==> config.mk <==
export PLATFORM = sky130hd
export DESIGN_NAME = rv32_ifetch_flat
export DESIGN_NICKNAME = d
export VERILOG_FILES = /design/src/rtl/prirv32_pkg.sv /design/src/rtl/rv32_ifetch_if.sv /design/src/rtl/rv32_ifetch_fifo.sv /design/src/rtl/rv32_ifetch.sv /design/src/flat_wrapper.sv
export SDC_FILE = /design/constraint.sdc
export NUM_CORES = 1
export LEC_CHECK = 0
export CAP_MARGIN = 20
export CORE_MARGIN = 2
export CORE_UTILIZATION = 48
export CTS_BUF_LIST = sky130_fd_sc_hd__clkbuf_2
export CTS_CLUSTER_SIZE = 30
export DETAILED_ROUTE_END_ITERATION = 10
export GPL_TIMING_DRIVEN = 0
export PLACE_DENSITY = 0.77
export REMOVE_ABC_BUFFERS = 1
export SYNTH_ARGS = -nofsm -noshare
export SYNTH_HDL_FRONTEND = slang
export SYNTH_SLANG_ARGS = --single-unit
==> constraint.sdc <==
create_clock -name clk -period 3.13 [get_ports clk]
set_input_delay 0.313 -clock clk [delete_from_list [all_inputs] [get_ports clk]]
set_output_delay 0.313 -clock clk [all_outputs]
set_load 0.01 [all_outputs]
==> src/rtl/prirv32_pkg.sv <==
// Shared types for the priRV32 fetch slice.
// FAULT exists only when PRIRV32_IFETCH_MISALIGN_EN is defined.
package prirv32_pkg;

  typedef logic [31:0] xlen_t;
  typedef logic [31:0] inst_t;

  localparam xlen_t PRIRV32_RESET_PC = 32'h0000_0000;

`ifdef PRIRV32_IFETCH_MISALIGN_EN
  typedef enum logic {
    FETCH,
    FAULT
  } fetch_state_e;
`else
  typedef enum logic {
    FETCH
  } fetch_state_e;
`endif

  typedef struct packed {
    xlen_t pc;
    inst_t data;
  } fetch_entry_t;

endpackage

==> src/rtl/rv32_ifetch_if.sv <==
// Instruction memory request/response channel.
// master = fetch stage, slave = memory.
interface rv32_ifetch_if;
  import prirv32_pkg::*;

  logic  imem_req_valid;
  logic  imem_req_ready;
  xlen_t imem_req_addr;
  logic  imem_rsp_valid;
  inst_t imem_rsp_data;

  modport master (
    output imem_req_valid,
    output imem_req_addr,
    input  imem_req_ready,
    input  imem_rsp_valid,
    input  imem_rsp_data
  );

  modport slave (
    input  imem_req_valid,
    input  imem_req_addr,
    output imem_req_ready,
    output imem_rsp_valid,
    output imem_rsp_data
  );

endinterface

==> src/rtl/rv32_ifetch_fifo.sv <==
// Prefetch FIFO of {pc, data} entries.
// Flush empties the queue and wins over push and pop.
module rv32_ifetch_fifo
  import prirv32_pkg::*;
#(
  parameter int           DEPTH     = 2,
  parameter fetch_entry_t RST_ENTRY = '0,
  localparam int          AW        = $clog2(DEPTH),
  localparam int          CW        = $clog2(DEPTH + 1)
) (
  input  logic          clk,
  input  logic          rst_n,
  input  logic          push,
  input  fetch_entry_t  din,
  input  logic          pop,
  input  logic          flush,
  output fetch_entry_t  dout,
  output logic [CW-1:0] count
);

  fetch_entry_t  mem [DEPTH];
  logic [AW-1:0] wr_ptr;
  logic [AW-1:0] rd_ptr;
  logic          do_push;
  logic          do_pop;

  assign do_pop  = pop && (count != '0);
  assign do_push = push && ((count != CW'(DEPTH)) || do_pop);
  assign dout    = mem[rd_ptr];

  always_ff @(posedge clk or negedge rst_n) begin
    if (!rst_n) begin
      for (int i = 0; i < DEPTH; i++) mem[i] <= RST_ENTRY;
      wr_ptr <= '0;
      rd_ptr <= '0;
      count  <= '0;
    end else if (flush) begin
      rd_ptr <= wr_ptr;
      count  <= '0;
    end else begin
      if (do_push) begin
        mem[wr_ptr] <= din;
        wr_ptr      <= wr_ptr + AW'(1);
      end
      if (do_pop) rd_ptr <= rd_ptr + AW'(1);
      count <= count + CW'(do_push) - CW'(do_pop);
    end
  end

endmodule

==> src/rtl/rv32_ifetch.sv <==
// priRV32 instruction fetch stage with credit-based prefetch.
// Option: PRIRV32_IFETCH_MISALIGN_EN traps misaligned redirects.
module rv32_ifetch
  import prirv32_pkg::*;
#(
  parameter xlen_t RESET_PC   = PRIRV32_RESET_PC,
  parameter int    FIFO_DEPTH = 2
) (
  input  logic                clk,
  input  logic                rst_n,
  rv32_ifetch_if.master       imem,
  input  logic                redirect_valid,
  input  xlen_t               redirect_pc,
  output logic                inst_valid,
  input  logic                inst_ready,
  output inst_t               inst_data,
`ifdef PRIRV32_IFETCH_MISALIGN_EN
  output xlen_t               inst_pc,
  output logic                inst_misalign
`else
  output xlen_t               inst_pc
`endif
);

  localparam int CW = $clog2(FIFO_DEPTH + 1);
  localparam fetch_entry_t RST_ENTRY = '{pc: RESET_PC, data: '0};

  fetch_state_e  state_q;
  fetch_state_e  state_d;
  xlen_t         fetch_pc;
  xlen_t         rsp_pc;
  logic [CW-1:0] outstanding;
  logic [CW-1:0] discard;
  logic [CW-1:0] inflight_d;
  logic [CW-1:0] fifo_count;
  logic [CW:0]   credit_used;
  logic          started;
  logic          req_hs;
  logic          rsp_ok;
  logic          fifo_push;
  logic          fifo_pop;
  logic          fault_pend;
  logic          misal;
  xlen_t         target;
  fetch_entry_t  head;

`ifdef PRIRV32_IFETCH_MISALIGN_EN
  assign target = redirect_pc;
  assign misal  = redirect_pc[1:0] != 2'b00;
`else
  assign target = redirect_pc & 32'hFFFF_FFFC;
  assign misal  = 1'b0;
`endif

  assign req_hs      = imem.imem_req_valid && imem.imem_req_ready;
  assign rsp_ok      = imem.imem_rsp_valid && (outstanding != '0);
  assign inflight_d  = outstanding + CW'(req_hs) - CW'(rsp_ok);
  assign credit_used = (CW+1)'(fifo_count) + (CW+1)'(outstanding);

  always_ff @(posedge clk or negedge rst_n) begin
    if (!rst_n) state_q <= FETCH;
    else        state_q <= state_d;
  end

  always_comb begin
    state_d = state_q;
    if (redirect_valid) state_d = misal ? fetch_state_e'(1) : FETCH;
  end

  always_comb begin
    imem.imem_req_valid = started && (state_q == FETCH) &&
                          (credit_used < (CW+1)'(FIFO_DEPTH));
    imem.imem_req_addr  = fetch_pc;
  end

  // Everything in flight at a redirect, same-cycle traffic included, is stale.
  always_ff @(posedge clk or negedge rst_n) begin
    if (!rst_n) begin
      started     <= 1'b0;
      fetch_pc    <= RESET_PC;
      rsp_pc      <= RESET_PC;
      outstanding <= '0;
      discard     <= '0;
      fault_pend  <= 1'b0;
    end else begin
      started     <= 1'b1;
      outstanding <= inflight_d;
      if (redirect_valid) begin
        fetch_pc   <= target;
        rsp_pc     <= target;
        discard    <= inflight_d;
        fault_pend <= misal;
      end else begin
        if (req_hs) fetch_pc <= fetch_pc + 32'd4;
        if (rsp_ok) begin
          if (discard != '0) discard <= discard - CW'(1);
          else               rsp_pc  <= rsp_pc + 32'd4;
        end
        if (fault_pend && inst_ready) fault_pend <= 1'b0;
      end
    end
  end

  assign fifo_push = rsp_ok && (discard == '0) && !redirect_valid;
  assign fifo_pop  = inst_valid && inst_ready && !redirect_valid;

  rv32_ifetch_fifo #(
    .DEPTH     (FIFO_DEPTH),
    .RST_ENTRY (RST_ENTRY)
  ) u_fifo (
    .clk   (clk),
    .rst_n (rst_n),
    .push  (fifo_push),
    .din   ('{pc: rsp_pc, data: imem.imem_rsp_data}),
    .pop   (fifo_pop),
    .flush (redirect_valid),
    .dout  (head),
    .count (fifo_count)
  );

  always_comb begin
    inst_valid = fifo_count != '0;
    inst_pc    = head.pc;
    inst_data  = head.data;
`ifdef PRIRV32_IFETCH_MISALIGN_EN
    inst_misalign = 1'b0;
`endif
    if (fault_pend) begin
      inst_valid = 1'b1;
      inst_pc    = rsp_pc;
      inst_data  = '0;
`ifdef PRIRV32_IFETCH_MISALIGN_EN
      inst_misalign = 1'b1;
`endif
    end
  end

  a_rsp_credit: assert property (
    @(posedge clk) disable iff (!rst_n)
    imem.imem_rsp_valid |-> (outstanding != '0)
  );

endmodule

==> src/flat_wrapper.sv <==
// flat-port wrapper written by rule: the top's interface ports become plain ports
module rv32_ifetch_flat import prirv32_pkg::*;
#(
  parameter xlen_t RESET_PC   = PRIRV32_RESET_PC,
  parameter int    FIFO_DEPTH = 2
)
  (clk, rst_n, redirect_valid, redirect_pc, inst_valid, inst_ready, inst_data, inst_pc, imem_imem_req_valid, imem_imem_req_addr, imem_imem_req_ready, imem_imem_rsp_valid, imem_imem_rsp_data);
  rv32_ifetch_if imem_i ();
  input  logic clk;
  input  logic rst_n;
  input  logic redirect_valid;
  input  xlen_t redirect_pc;
  output logic inst_valid;
  input  logic inst_ready;
  output inst_t inst_data;
  output xlen_t inst_pc;
  output wire logic [$bits(imem_i.imem_req_valid)-1:0] imem_imem_req_valid;
  output wire logic [$bits(imem_i.imem_req_addr)-1:0] imem_imem_req_addr;
  input wire logic [$bits(imem_i.imem_req_ready)-1:0] imem_imem_req_ready;
  input wire logic [$bits(imem_i.imem_rsp_valid)-1:0] imem_imem_rsp_valid;
  input wire logic [$bits(imem_i.imem_rsp_data)-1:0] imem_imem_rsp_data;
  assign imem_imem_req_valid = imem_i.imem_req_valid;
  assign imem_imem_req_addr = imem_i.imem_req_addr;
  assign imem_i.imem_req_ready = imem_imem_req_ready;
  assign imem_i.imem_rsp_valid = imem_imem_rsp_valid;
  assign imem_i.imem_rsp_data = imem_imem_rsp_data;
  rv32_ifetch #(.RESET_PC(RESET_PC), .FIFO_DEPTH(FIFO_DEPTH)) u_core (.clk(clk), .rst_n(rst_n), .imem(imem_i), .redirect_valid(redirect_valid), .redirect_pc(redirect_pc), .inst_valid(inst_valid), .inst_ready(inst_ready), .inst_data(inst_data), .inst_pc(inst_pc));
endmodule
==> impl_summary.log <==
INFO  metric yosysTopAreaCell = sky130_fd_sc_hd__dfrtp_1
INFO  metric post_synth_inst_count = 800
INFO  metric io_pins = 168
INFO  metric avgSynthCellArea = 12.1 um^2
INFO  metric floorplan_core_area = 19600 um^2
INFO  metric crit_buf_inv = 3
INFO  metric tritoncts = yes
INFO  metric global_route_wire_length_before_repair = 36.8 mm
INFO  metric postSynth.topFlopCell = sky130_fd_sc_hd__dfrtp_1
INFO  metric power-per-cell-area = 792 nW/um^2
INFO  metric detailedRoute.firstIterationViolations = 449
INFO  metric portion_of_synthesized_cell_area_occupied_by_the_leading_cell_type = 50.1%
INFO  metric worst_skew_pair_later_pin_latency = 750 ps
INFO  metric crit_chain = inv_1 > ha_1 > o211ai_4 > a211o_2 > nor2_4 > buf_16 > buf_12 > mux2_2
INFO  metric antenna_violating_nets_post_route = 0
INFO  metric clock-skew-final = 50.2 ps
INFO  metric post_synth_num_cell_types = 56
INFO  metric first_global_vias = 6897
INFO  metric wl_final = 22.8 mm
INFO  metric cp_slowest_cell = sky130_fd_sc_hd__nor2_4
INFO  metric synth_area = 9640 um^2
INFO  metric initial_core_util = 49.2%
INFO  metric rr_worst_depth = 8
INFO  metric die_width = 146 um
INFO  metric synth_edf_count = 0
INFO  metric std_cell_rows = 51
INFO  metric clock.fmax = 0.337 GHz
INFO  metric worstSetupPathDepth = 8
INFO  metric rsz0062_at_grt = no
INFO  metric post_drt_wl_per_cell = 18.7 um
INFO  metric power_leakage = 0.00483 uW
INFO  metric cts.reportedPaths.clkPinSlew = 310 ps
INFO  metric port_buffers = 161
INFO  metric cts_max_level = 4
INFO  metric number_of_max_slew_violations_in_the_final_report = 0
INFO  metric synth_area_leaders = sky130_fd_sc_hd__dfrtp_1, sky130_fd_sc_hd__mux2_2, sky130_fd_sc_hd__xnor2_1
INFO  metric finish.utilization = 60.1%
INFO  metric routed_via_density = 5.76
INFO  metric power.ir.vdd_worst = 0.547 mV
INFO  metric cpLargestDelayFamily = compound AO/OA/AOI/OAI gates
INFO  metric final.min_clock_period = 2970 ps
INFO  metric finalNetCount = 1020
INFO  metric hold_viol_final = 0
INFO  metric cts_max_path_buffers = 2
INFO  metric vias = 7023
INFO  metric finalSetupViolations = 0
INFO  metric drc = 0
INFO  metric dpl.hpwl = 15.3 mm
INFO  metric cts.sinks = 193
INFO  metric maxCapViolCount = 0
INFO  metric synth_async_sr_flop_share = 100%
INFO  metric fp.dieH = 146 um
INFO  metric area_growth = 22.0%
INFO  metric timing.critical_path.arrival = 3610 ps
INFO  metric number_of_antenna_violations_at_the_first_check_in_global_routing = 0
INFO  metric synth.yosys.seq_area_share = 50.1%
INFO  metric gp_congestion = 0.856
INFO  metric critPathRequiredTime = 3770 ps
INFO  metric timing.final.crit_share = 94.8%
INFO  metric timing_worst_setup_path_type = register to register
INFO  metric start_kind = register
INFO  metric cts_made_buffers = 17
INFO  metric hp-class = input port to asynchronous set/reset pin
INFO  metric critical_path_peak_fanout = 26
INFO  metric synth.yosys.warnings = 0
INFO  metric antenna_cells_inserted = 0
INFO  metric worst_slew_pin_slew = 954 ps
INFO  metric outcome = completed
INFO  metric layout-drive-gt1-share = 28.0%
INFO  metric dr.pass1.iters = 5
INFO  metric final_design_area_no_fill = 11800 um^2
INFO  metric synth.ff_latch_count = 193
INFO  metric critical-path-max-stage-delay = 560 ps
INFO  metric cts_root_buffer = sky130_fd_sc_hd__clkbuf_2
INFO  metric die_area = 21200 um^2
INFO  metric globalRouteTotalUtil = 21.6%
INFO  metric relSlewSlack = 36.4%
INFO  metric timing.critical_path.to_type = register
INFO  metric grt_start_max_net_pins = 124
INFO  metric placed_cell_area = 11400 um^2
INFO  metric grt-ovfl-total = 0
==> layer usage <==
metal  part of all wire [%]  up-vias  GRT usage, %
li1                       -     3226             -
met1                     44     3541          29.7
met2                     48      225          34.7
met3                    6.2       31          5.64
met4                    1.7        0          5.05
met5                      0        -             0
==> path summary, 6_finish.rpt <==
kind                                        start                       endpoint  slack (ps)
max                             u_core.discard[1]           u_core.u_fifo.mem[5]         160
min                                         rst_n          u_core.u_fifo.mem[29]          90
max reg2reg                     u_core.discard[1]           u_core.u_fifo.mem[5]         160
min reg2reg                u_core.u_fifo.mem[111]         u_core.u_fifo.mem[111]         540
max in group asynchronous                   rst_n  u_core.imem.imem_req_addr[10]        2040
min in group clk                   redirect_pc[3]   u_core.imem.imem_req_addr[3]         130
==> kinds of logic (layout without fill, tap and decap cells) <==
kind of cell / after synthesis / in the layout / synth area share, %
buf+inv: 68 / 220 / 3.87
flops: 193 / 193 / 50.1
fa+ha+maj: 8 / 8 / 1.12
compound gates: 84 / 84 / 6.45
simple gates: 214 / 214 / 12.2
other cells: 2 / 5 / 0.0779
mux: 203 / 203 / 23.7
xor+xnor: 28 / 28 / 2.54
==> area by class of cell <==
cell class                      count  area, um^2
Clock buffer                       18        90.1
Clock inverter                     14         155
Fill cell                        1621        7820
Inverter                           14        52.6
Multi-Input combinational cell    542        4460
Sequential cell                   193        4830
Tap cell                          265         332
Timing Repair Buffer              174        1840
==> what timing repair did <==
item / CTS / global route
setup buffers: 2 / 4
pin swaps: 0 / 1
hold endpoints to repair: 100 / 0
hold buffers: 1 / 0
resized for setup: 0 / 2
endpoints found under the setup margin: 62 / 15
==> cells in the mapped netlist (all sizes together), types with 2 or more instances <==
master   number
dfrtp       193
or2           7
or4          11
xor2          7
and2          7
o2bb2ai       5
o21a          2
or3           6
nor3b         2
o311ai        2
ha            7
inv          14
o31ai        13
a21o          3
nor3         10
and4          7
buf          24
nand2b        3
nor2         43
mux2        202
nand2        32
a311oi        2
a31oi        13
nand4        20
xnor2        21
nand3        25
a211oi       22
conb          2
clkbuf       30
and3         11
nor2b         5
a21oi         7
nor4         23
o21ai         7
==> worst reg2reg max path, delay by kind of cell (launching register included) <==
kind,cells,cell delay (ps)
buffers and inverters,3,540
AO/OA/AOI/OAI,2,650
AND/OR/NAND/NOR,1,560
adder cells (fa/ha/maj),1,270
multiplexers,1,380
flip-flops,1,460
==> placed cells by master (no fill, tap or decap), types with 7 or more instances in the layout <==
cell and count:
sky130_fd_sc_hd__and3_1 11, sky130_fd_sc_hd__xor2_1 7, sky130_fd_sc_hd__mux2_2 202, sky130_fd_sc_hd__nor2_1 41, sky130_fd_sc_hd__or4_1 11, sky130_fd_sc_hd__o31ai_1 13
sky130_fd_sc_hd__nand3_1 25, sky130_fd_sc_hd__nand4_1 19, sky130_fd_sc_hd__buf_12 7, sky130_fd_sc_hd__xnor2_1 21, sky130_fd_sc_hd__clkdlybuf4s50_1 158, sky130_fd_sc_hd__dfrtp_1 191
sky130_fd_sc_hd__nand2_1 32, sky130_fd_sc_hd__and4_1 7, sky130_fd_sc_hd__and2_1 7, sky130_fd_sc_hd__a21oi_1 7, sky130_fd_sc_hd__inv_1 12, sky130_fd_sc_hd__a211oi_1 22
sky130_fd_sc_hd__ha_1 7, sky130_fd_sc_hd__nor3_1 10, sky130_fd_sc_hd__nor4_1 23, sky130_fd_sc_hd__o21ai_0 7, sky130_fd_sc_hd__clkbuf_2 18, sky130_fd_sc_hd__a31oi_1 13
==> where the power goes <==
group	total, uW	internal, uW	switching [uW]
clock network	1260	383	874
registers	3930	3360	564
logic	4130	2550	1590
total	9320	6290	3020
==> through the flow <==
step,total power [uW],hold WS [ps],TNS (ps),setup slack (ps),instances
4_1_cts,9390,13.0,0,66.4,1216
2_1_floorplan,6120,17.4,-26450,-213,749
3_5_place_dp,8020,309,0,111,1181
3_3_place_gp,7920,483,-1670970,-6360,1175
5_1_grt,9910,11.4,0,25.3,1220
6_report,9320,90.0,0,163,1220
==> flip-flops by register name (all words and copies together), names as in the netlist <==
name	count
u_core.imem.imem_req_addr	30
u_core.u_fifo.count	2
u_core.rsp_pc	30
u_core.u_fifo.wr_ptr	1
u_core.started	1
u_core.discard	2
u_core.u_fifo.mem	124
u_core.u_fifo.rd_ptr	1
u_core.outstanding	2
Note: power is estimated with default switching activity, not from simulation.
